==> src/rtl/bcd_counter_multi.sv <==
// Multi-digit BCD up/down counter with a bounded MSD, sync clear/load, wrap pulse and optional one-shot stop.
// Latency 1 clock per step; there is no backpressure, start simply gates stepping.
module bcd_counter_multi #(
  parameter int DIGITS        = 2,
  parameter int TOP_DIGIT_MAX = 5,
  parameter int ONE_SHOT      = 0
) (
  input  logic                  clock,
  input  logic                  reset_n,
  input  logic                  start,
  input  logic                  up,
  input  logic                  clear,
  input  logic                  load,
  input  logic [4*DIGITS-1:0]   load_val,
  output logic [4*DIGITS-1:0]   values,
  output logic                  wrap,
  output logic                  done,
  output logic                  load_err
);

  localparam logic [0:0] ST_RUN  = 1'b0;
  localparam logic [0:0] ST_DONE = 1'b1;
  localparam logic [3:0] MSD_MAX = 4'(TOP_DIGIT_MAX);

  function automatic logic [3:0] dig_max(input int i);
    return (i == DIGITS - 1) ? MSD_MAX : 4'd9;
  endfunction

  logic [4*DIGITS-1:0] values_q, values_d;
  logic                wrap_q, wrap_d;
  logic                load_err_q, load_err_d;
  logic [0:0]          state_q, state_d;

  logic [4*DIGITS-1:0] step_val;
  logic [4*DIGITS-1:0] load_fix;
  logic [4*DIGITS-1:0] max_val;
  logic                step_carry;
  logic                load_bad;
  logic                step_hits_term;

  // Ripple carry/borrow across digits; a carry out of the MSD means we started at the terminal value.
  always_comb begin
    logic [3:0] d;
    logic [3:0] ld;
    logic       carry;
    d        = '0;
    ld       = '0;
    carry    = 1'b1;
    step_val = values_q;
    load_fix = '0;
    max_val  = '0;
    load_bad = 1'b0;
    for (int i = 0; i < DIGITS; i++) begin
      d = values_q[4*i +: 4];
      max_val[4*i +: 4] = dig_max(i);
      if (carry) begin
        if (up) begin
          if (d == dig_max(i)) begin
            step_val[4*i +: 4] = 4'd0;
          end else begin
            step_val[4*i +: 4] = d + 4'd1;
            carry = 1'b0;
          end
        end else begin
          if (d == 4'd0) begin
            step_val[4*i +: 4] = dig_max(i);
          end else begin
            step_val[4*i +: 4] = d - 4'd1;
            carry = 1'b0;
          end
        end
      end
      ld = load_val[4*i +: 4];
      if (ld > dig_max(i)) begin
        load_bad = 1'b1;
      end else begin
        load_fix[4*i +: 4] = ld;
      end
    end
    step_carry     = carry;
    step_hits_term = up ? (step_val == max_val) : (step_val == '0);
  end

  always_comb begin
    values_d   = values_q;
    wrap_d     = 1'b0;
    load_err_d = 1'b0;
    state_d    = state_q;
    if (clear) begin
      values_d = '0;
      state_d  = ST_RUN;
    end else if (load) begin
      values_d   = load_fix;
      load_err_d = load_bad;
      state_d    = ST_RUN;
    end else if (start && (state_q == ST_RUN)) begin
      if (ONE_SHOT != 0) begin
        // Already sitting on the terminal value: stop in place instead of wrapping.
        if (step_carry) begin
          state_d = ST_DONE;
        end else begin
          values_d = step_val;
          if (step_hits_term) begin
            state_d = ST_DONE;
            wrap_d  = 1'b1;
          end
        end
      end else begin
        values_d = step_val;
        wrap_d   = step_carry;
      end
    end
  end

  always_ff @(posedge clock or negedge reset_n) begin
    if (!reset_n) begin
      values_q   <= '0;
      wrap_q     <= 1'b0;
      load_err_q <= 1'b0;
      state_q    <= ST_RUN;
    end else begin
      values_q   <= values_d;
      wrap_q     <= wrap_d;
      load_err_q <= load_err_d;
      state_q    <= state_d;
    end
  end

  assign values   = values_q;
  assign wrap     = wrap_q;
  assign load_err = load_err_q;
  assign done     = (state_q == ST_DONE);

endmodule
==> config.mk <==
export PLATFORM = sky130hd
export DESIGN_NAME = bcd_counter_multi
export DESIGN_NICKNAME = d
export VERILOG_FILES = /design/src/rtl/bcd_counter_multi.sv
export SDC_FILE = /design/constraint.sdc
export NUM_CORES = 1
export LEC_CHECK = 0
export CAP_MARGIN = 20
export CORE_MARGIN = 3
export CORE_UTILIZATION = 44
export CTS_BUF_LIST = sky130_fd_sc_hd__clkbuf_2 sky130_fd_sc_hd__clkbuf_4 sky130_fd_sc_hd__clkbuf_8
export DETAILED_ROUTE_END_ITERATION = 8
export PLACE_DENSITY = 0.78
export SLEW_MARGIN = 20
export SYNTH_ARGS = -nofsm -noshare
export SYNTH_HDL_FRONTEND = slang
export SYNTH_SLANG_ARGS = --single-unit
export TNS_END_PERCENT = 100
==> constraint.sdc <==
create_clock -name clock -period 1.3 [get_ports clock]
set_input_delay 0.13 -clock clock [delete_from_list [all_inputs] [get_ports clock]]
set_output_delay 0.13 -clock clock [all_outputs]
set_load 0.02 [all_outputs]
; After elaboration in Yosys (flattened, before gate mapping)
; Cells that the tools add are included.
[classes]
n_addsub = 4
n_lt_le_gt_ge = 2
eq_ne = 2
muxes = 28
bitwise_logic = 1
n_reduce_logical = 7
[ops]
columns = operator, n
row1 = $mux W4, 9
row2 = $mux W8, 3
row3 = $mux W1, 16
row4 = $add A4 B1 Y4 const B, 2
row5 = $logic_not A4 Y1, 2
row6 = $sub A4 B1 Y4 const B, 2
row7 = $reduce_bool A3 Y1, 2
row8 = $eq A4 B3 Y1 const B, 1
row9 = $eq A4 B4 Y1 const B, 1
row10 = $gt A4 B3 Y1 const B, 1
row11 = $gt A4 B4 Y1 const B, 1
row12 = $reduce_and A2 Y1, 1
row13 = $reduce_bool A2 Y1, 1
row14 = $logic_and A1 B1 Y1, 1
row15 = $not A1 Y1, 1
[totals]
register_bits = 11
input_bits = 14
output_inout_bits = 11
word_cells = 49

; Depth between registers and ports, before layout
; Gate-level depths: netlist (run 1).
[depth]
depth_word = 7
ltp_mapped = 6
mapped_depth_nobuf = 4

; Worst setup path before layout (run 1)
; Ideal clock, no wire load.
[synth_path]
path_kind = reg-to-reg
startpoint = register values_q[0] (netlist: values[0])
endpoint = register values_q[2] (netlist: values[2])
setup_time_ns = 0.094
arrival_time_ns = 1.388
required_ns = 1.206
setup_slack_ns = -0.182
path_stages_with_launch = 6
n_path_buf = 1
period_less_slack_ns = 1.482
cell_sequence = dfrtp_1 > buf_6 > or3_4 > nor2_1 > a32oi_1 > a221oi_2
[synth_between]
elab_chain_len = 6
elab_cells_between_ends = 10
classes_between = 2 x add/sub / 1 x eq/ne / 6 x mux / 1 x reduce/logical
[synth_lines]
columns = item, line_no
row1 = start: declaration, 29  ; logic [4*DIGITS-1:0] values_q, values_d;
row2 = start signal: assignment, 122  ; values_q <= values_d;
row3 = $sub A4 B1 Y4 (tied with other cells), 68  ; step_val[4*i +: 4] = d - 4'd1;
row4 = $mux W4 (on tied branches), "65, 58"
row5 = $mux W4 (*), 57  ; if (up) begin
row6 = $mux W8 (*), 96  ; end else if (start && (state_q == ST_RUN)) begin
row7 = $mux W8 (*), 92  ; end else if (load) begin
row8 = $mux W8 (*), 89  ; if (clear) begin
; Mark *: on every way between the ends. The rest lies on a longest branch, timed or not. The select of a mux whose other input is x is not followed.
; A chain may end at the register's enable or synchronous reset.

; Worst setup path in the final report (run 1)
[layout_path]
startpoint = register values_q[2] (netlist: values[2])
endpoint = register values_q[2] (netlist: values[2])
; Same word-level chain as after synthesis.

==> impl_metrics.toml, run 1 <==
[timing]
fin_crit_ns = 1.42
final_max_slew_viol_count = 0
fin_skew_ns = 0.00519
hold_viol = 0
layout_setup_ws_ns = -0.115
fmax_ghz = 0.706
fin_crit_sh_pct = 109
setup_violations = 5
rsz0062_at_grt = "true"

[power]
vdd_drop_max_mv = 0.414
p_seq_share_pct = 33.7
cellLeakagePower_nw = 0.577
internal-power_uw = 689
switchingPower_uw = 353
swShare_pct = 33.9
totalPowerFinal_mw = 1.04
combPwrFrac_pct = 38.1
power-per-cell-area_nw_per_um2 = 758
clkPwrFrac_pct = 28.1

[synthesis]
synthMuxAreaShare_pct = 1.16
synth_edf_count = 0
synth-simple-area-share_pct = 27.4
synthFlopType = "dfrtp_1"
synth_seq_cells = 10
synth_area_um2 = 863
synth_commonest_cells = "11 x nor2_1, 10 x a21oi_1, 10 x dfrtp_1"
synthAdderAreaFrac_pct = 0
syn_area_per_cell_um2 = 8.30
yosysMostFrequentCell = "nor2_1"
netlist.area_leader.share_pct = 29.0
synth.distinct_cells = 44
post_synth_xor_area_fraction_pct = 3.04
seq_area_frac_synth_pct = 29.0
synth_area_leaders = "dfrtp_1 29%, buf_6 6.5%, a21oi_1 5.8%, nor2_1 4.8%, o21ai_0 4.1%"
synth_compound_area_share_pct = 28.7
synth_top_area_cell = "dfrtp_1"
ys_warn_count = 0
synth_top_family_by_area = "compound AO/OA/AOI/OAI gates"
synth_cells = 104
syn-num-nets = 118
synthArstFlopShare_pct = 100

[route]
ant_nets = 0
drt_pass1_iterations = 4
drt-wirelength-per-cell_um = 17.5
via_count = 1008
via_per_inst = 5.93
route.detailed.drc = 0
drt_wl_total_mm = 2.98
drt_iter0_markers = 30

[finish]
syn_to_final_growth_pct = 59.3
design_area_um2 = 1380
antenna_cells = 0
drive_gt1_share_pct = 42.8
fin_cells = 170
fillers = 115
nets = 160

[cts]
root_buffer = "clkbuf_4"
cts_sinks = 10
cts_buffer_depth = 2
path_clk_slew_ns = 0.08
worstSkewPairLatency_ns = 0.27
ctsHtreeMaxLevel = 1
cts_buffers = 3
cts_tree = "yes"

[die]
fp-row-count = 15
dieArea_um2 = 2530
start_util_pct = 48.4
top_level_ports = 25
chipWidth_um = 50.3
core-area_um2 = 1780
die_h_um = 50.3

[critical_path]
worstPathCellList = "or3_4 -> nor2_4 -> a32oi_2 -> a221oi_2"
crit_buf_inv = 0
critPathMaxFanout = 4
cp.depth = 4
reg2reg_depth = 4
crit_required_ns = 1.48
cp-end-kind = "flip-flop"
cp_slowest_stage_delay_ns = 0.44
arrival_ns = 1.60
critPathKind = "reg -> reg"
start_kind = "flip-flop"
cp_top_family = "simple AND/OR/NAND/NOR gates"
crit_slowest_cell = "dfrtp_1"

[placement]
place.gp.congestion = 0.796
place_area_um2 = 1210
dp_slack_ns = -0.310
post-dp-hpwl_mm = 1.85
port_buffers = 23
dp.cells = 163

[job]
drv_cap = 0

[hold_path]
hold_path_class = "in -> async"

[grt]
grt_first_pass_wirelength_mm = 4.37
grt_usage_pct = 22.5
antenna_found_initial = 0
grt_pass1_vias = 954
overflow = 0
grt_max_degree = 11

[outcome]
violations = "negative setup slack"
status = "finished with violations"
cells in the final DEF (no fill, tap or decap), types with 3 or more instances in the layout:
| cell | synthesis | layout |
|---|---|---|
| clkdlybuf4s50_1 | 0 | 12 |
| nand2_1 | 5 | 4 |
| buf_4 | 1 | 21 |
| nand2b_1 | 4 | 4 |
| dfrtp_2 | 0 | 4 |
| a21oi_2 | 0 | 5 |
| buf_6 | 5 | 3 |
| o21ai_2 | 0 | 3 |
| clkbuf_4 | 0 | 3 |
| dfrtp_1 | 10 | 6 |
| clkbuf_2 | 0 | 3 |
| o21ai_0 | 7 | 3 |
| nor3_1 | 4 | 3 |
| a21oi_1 | 10 | 5 |
| dlygate4sd2_1 | 0 | 5 |
| nor2_1 | 11 | 8 |
path summary, 6_finish.rpt:
path / start / to / slack, ns
worst min-delay path: reset_n / wrap$_DFF_PN0_ / 0.17
worst min register to register: values[6]$_DFFE_PN0P_ / values[7]$_DFFE_PN0P_ / 0.65
worst max-delay path: values[2]$_DFFE_PN0P_ / values[2]$_DFFE_PN0P_ / -0.12
max in group asynchronous: reset_n / values[3]$_DFFE_PN0P_ / 0.79
min in group clock: load_val[2] / values[2]$_DFFE_PN0P_ / 0.50
worst max register to register: values[2]$_DFFE_PN0P_ / values[2]$_DFFE_PN0P_ / -0.12
routing by layer:
metal | wire (um) | track usage [%]
met5 | 0 | 0
met4 | 78 | 10.3
met3 | 179 | 2.97
met2 | 1500 | 37.0
met1 | 1220 | 29.2
registers in the layout, indices dropped and copies added, names as in the netlist:
register,flops
load_err,1
values,8
wrap,1
final cells by class:
| class | count | area [um2] | share of cell area (%) |
|---|---|---|---|
| Inverter | 2 | 7.51 | 0.546 |
| Tap cell | 25 | 31.3 | 2.27 |
| Multi-Input combinational cell | 82 | 642 | 46.7 |
| Timing Repair Buffer | 47 | 403 | 29.3 |
| Sequential cell | 10 | 255 | 18.6 |
| Clock buffer | 4 | 36.3 | 2.64 |
power groups by stage:
stage / clock (mW) / sequential, mW / combinational [mW]
2_1_floorplan: 0 / 0.370 / 0.166
6_report: 0.293 / 0.352 / 0.397
4_1_cts: 0.291 / 0.348 / 0.346
3_5_place_dp: 0 / 0.356 / 0.325
5_1_grt: 0.309 / 0.354 / 0.423
3_3_place_gp: 0 / 0.355 / 0.317
kinds of logic after synthesis:
kind of cell    Yosys count
compound gates           35
xor+xnor                  3
buf+inv                  12
flops                    10
mux                       1
other cells               1
simple gates             42
through the flow:
step	hold WS [ns]	util (%)	TNS [ns]
6_report	0.167	77.1	-0.449
5_1_grt	0.187	77.1	-0.841
4_1_cts	0.179	72.7	-0.192
3_5_place_dp	0.472	67.6	-1.83
3_3_place_gp	0.475	67.6	-1.42
2_1_floorplan	-0.166	-	-0.521
repair_timing:
action / 4_1_cts / 5_1_grt
endpoints found under the setup margin: 17 / 13
buffers inserted: 2 / 1
gates resized for setup: 28 / 25
gates cloned: 0 / 0
hold buffers: 0 / 0
pin swaps: 6 / 11
(Power assumes the default switching activity.)
==> run 2, diff against run 1 <==
--- a/config.mk
+++ b/config.mk
@@ -6,7 +6,7 @@
 export NUM_CORES = 1
 export LEC_CHECK = 0
 export CAP_MARGIN = 20
-export CORE_MARGIN = 3
+export CORE_MARGIN = 4
 export CORE_UTILIZATION = 44
 export CTS_BUF_LIST = sky130_fd_sc_hd__clkbuf_2 sky130_fd_sc_hd__clkbuf_4 sky130_fd_sc_hd__clkbuf_8
 export DETAILED_ROUTE_END_ITERATION = 8
==> run 2 against run 1 <==
Compared with the run above: the run still ends with negative setup slack left; non-clock buffer count increased by 1; wire length is 19% lower; critical path depth stayed put; hold slack improved by 0.022 ns; worst setup slack improved by 0.030 ns; clock skew decreased by 0.0013 ns; flip-flop and latch count stayed put; sequential share of layout area grew 0.96 points; sequential power barely moved; first-iteration DRC count up 10%; core utilization decreased by 3.8 points; cell count increased by 0.59%.
==> impl_metrics.toml, run 2 (synthesized netlist as in run 1, its figures left out) <==
[outcome]
status = "finished with violations"
violations = "negative setup slack"

[grt]
grt_first_pass_wirelength_mm = 3.66
grt_pass1_vias = 857
grt_max_degree = 12
grt_usage_pct = 17.9
antenna_found_initial = 0
overflow = 0

[placement]
post-dp-hpwl_mm = 1.80
port_buffers = 23
dp_slack_ns = -0.315
dp.cells = 164
place.gp.congestion = 0.862

[power]
vdd_drop_max_mv = 0.685
power-per-cell-area_nw_per_um2 = 756
cellLeakagePower_nw = 0.570

[finish]
antenna_cells = 0
layout_commonest_cell = "buf_4"
syn_to_final_growth_pct = 51.4
nets = 161
largest_reg_flops = 8
fin_cells = 171
drive_gt1_share_pct = 36.3
final_util_pct = 73.3
final_cell_mix = "23 x buf_4, 13 x clkdlybuf4s50_1, 9 x nor2_1"

[die]
core-area_um2 = 1780
die_h_um = 52.3
dieArea_um2 = 2730
top_level_ports = 25
start_util_pct = 48.4
chipWidth_um = 52.3
fp-row-count = 15

[timing]
setup_violations = 5
rsz0062_at_grt = "true"
hold_viol = 0
fmax_ghz = 0.722
final_max_slew_viol_count = 0
fin_setup_tns_ns = -0.229
fin_crit_sh_pct = 107
fin_skew_ns = 0.00392
fin_crit_ns = 1.39
layout_setup_ws_ns = -0.0859
hold_ws_ns = 0.189

[critical_path]
arrival_ns = 1.56
worstPathCellList = "or3_4 -> nor2_1 -> a32oi_1 -> a221oi_2"
crit_slowest_cell = "dfrtp_2"
critPathKind = "reg -> reg"
cp_top_family = "simple AND/OR/NAND/NOR gates"
cp_slowest_stage_delay_ns = 0.44
crit_buf_inv = 0
crit_required_ns = 1.48
critPathMaxFanout = 4
cp-end-kind = "flip-flop"
start_kind = "flip-flop"

[cts]
cts_buffer_depth = 2
ctsHtreeMaxLevel = 1
worstSkewPairLatency_ns = 0.27
cts_tree = "yes"
cts_buffers = 3
cts_sinks = 10
root_buffer = "clkbuf_4"
path_clk_slew_ns = 0.07
cts_hold_buffers = 0

[route]
drt_wl_total_mm = 2.41
via_count = 938
via_per_inst = 5.49
ant_nets = 0
drt-wirelength-per-cell_um = 14.1
route.detailed.drc = 0
drt_iter0_markers = 33
drt_pass1_iterations = 4

[job]
drv_cap = 0

[hold_path]
hold_path_class = "in -> async"
[run 2: cell types whose count changed in the layout (fill, tap and decap cells not counted), sizes merged]
cell	previous run	this run
clkdlybuf4s50	12	13
clkdlybuf4s15	2	1
dlymetal6s2s	1	0
buf	24	26
[run 2: cell type report]
class                   instances  area (um2)
clock buffers                   4        36.3
fillers                       130         475
inverters                       2        7.51
multi-input cells              82         578
flip-flops and latches         10         255
well taps                      25        31.3
repair buffers                 48         399
[run 2: power by group]
| part | internal [mW] | leakage [nW] | switching [mW] |
|---|---|---|---|
| combinational | 0.176 | 0.421 | 0.172 |
| clock | 0.170 | 0.0210 | 0.116 |
| sequential | 0.329 | 0.128 | 0.0254 |
| total | 0.675 | 0.570 | 0.314 |
[run 2: stage by stage]
stage | instance area [um2] | total power, mW
final | 1310 | 0.989
after global routing | 1310 | 1.05
after CTS | 1270 | 0.977
after detailed placement | 1210 | 0.686
after global placement | 1210 | 0.678
after floorplan | 868 | 0.536
[run 2: worst register-to-register path, cell delays in order (launching register included)]
cell      delay, ns
dfrtp_2        0.44
or3_4          0.40
nor2_1         0.12
a32oi_1        0.11
a221oi_2       0.22
[run 2: per-layer routing]
layer  up-vias  track usage, %  part of all wire [%]
met4         0            3.83                  0.75
met5         -               0                     0
met3         2            5.70                   6.1
li1        467               -                     -
met2        30            29.5                    48
met1       439            22.6                    45
[run 2: what timing repair did]
| item | in CTS | in global routing |
|---|---|---|
| pin swaps | 0 | 6 |
| endpoints found under the setup margin | 17 | 13 |
| buffers inserted | 2 | 1 |
| resized for setup | 17 | 18 |
[run 2: worst paths after layout]
kind | slack [ns] | to | cells after the start | from
setup / recovery | -0.09 | values[2]$_DFFE_PN0P_ | 4 | values[1]$_DFFE_PN0P_
hold / removal | 0.19 | values[6]$_DFFE_PN0P_ | 1 | reset_n
setup reg to reg | -0.09 | values[2]$_DFFE_PN0P_ | 4 | values[1]$_DFFE_PN0P_
hold reg to reg | 0.70 | values[7]$_DFFE_PN0P_ | 2 | values[6]$_DFFE_PN0P_
max in group asynchronous | 0.75 | values[4]$_DFFE_PN0P_ | 1 | reset_n
min in group clock | 0.47 | values[4]$_DFFE_PN0P_ | 3 | load_val[4]
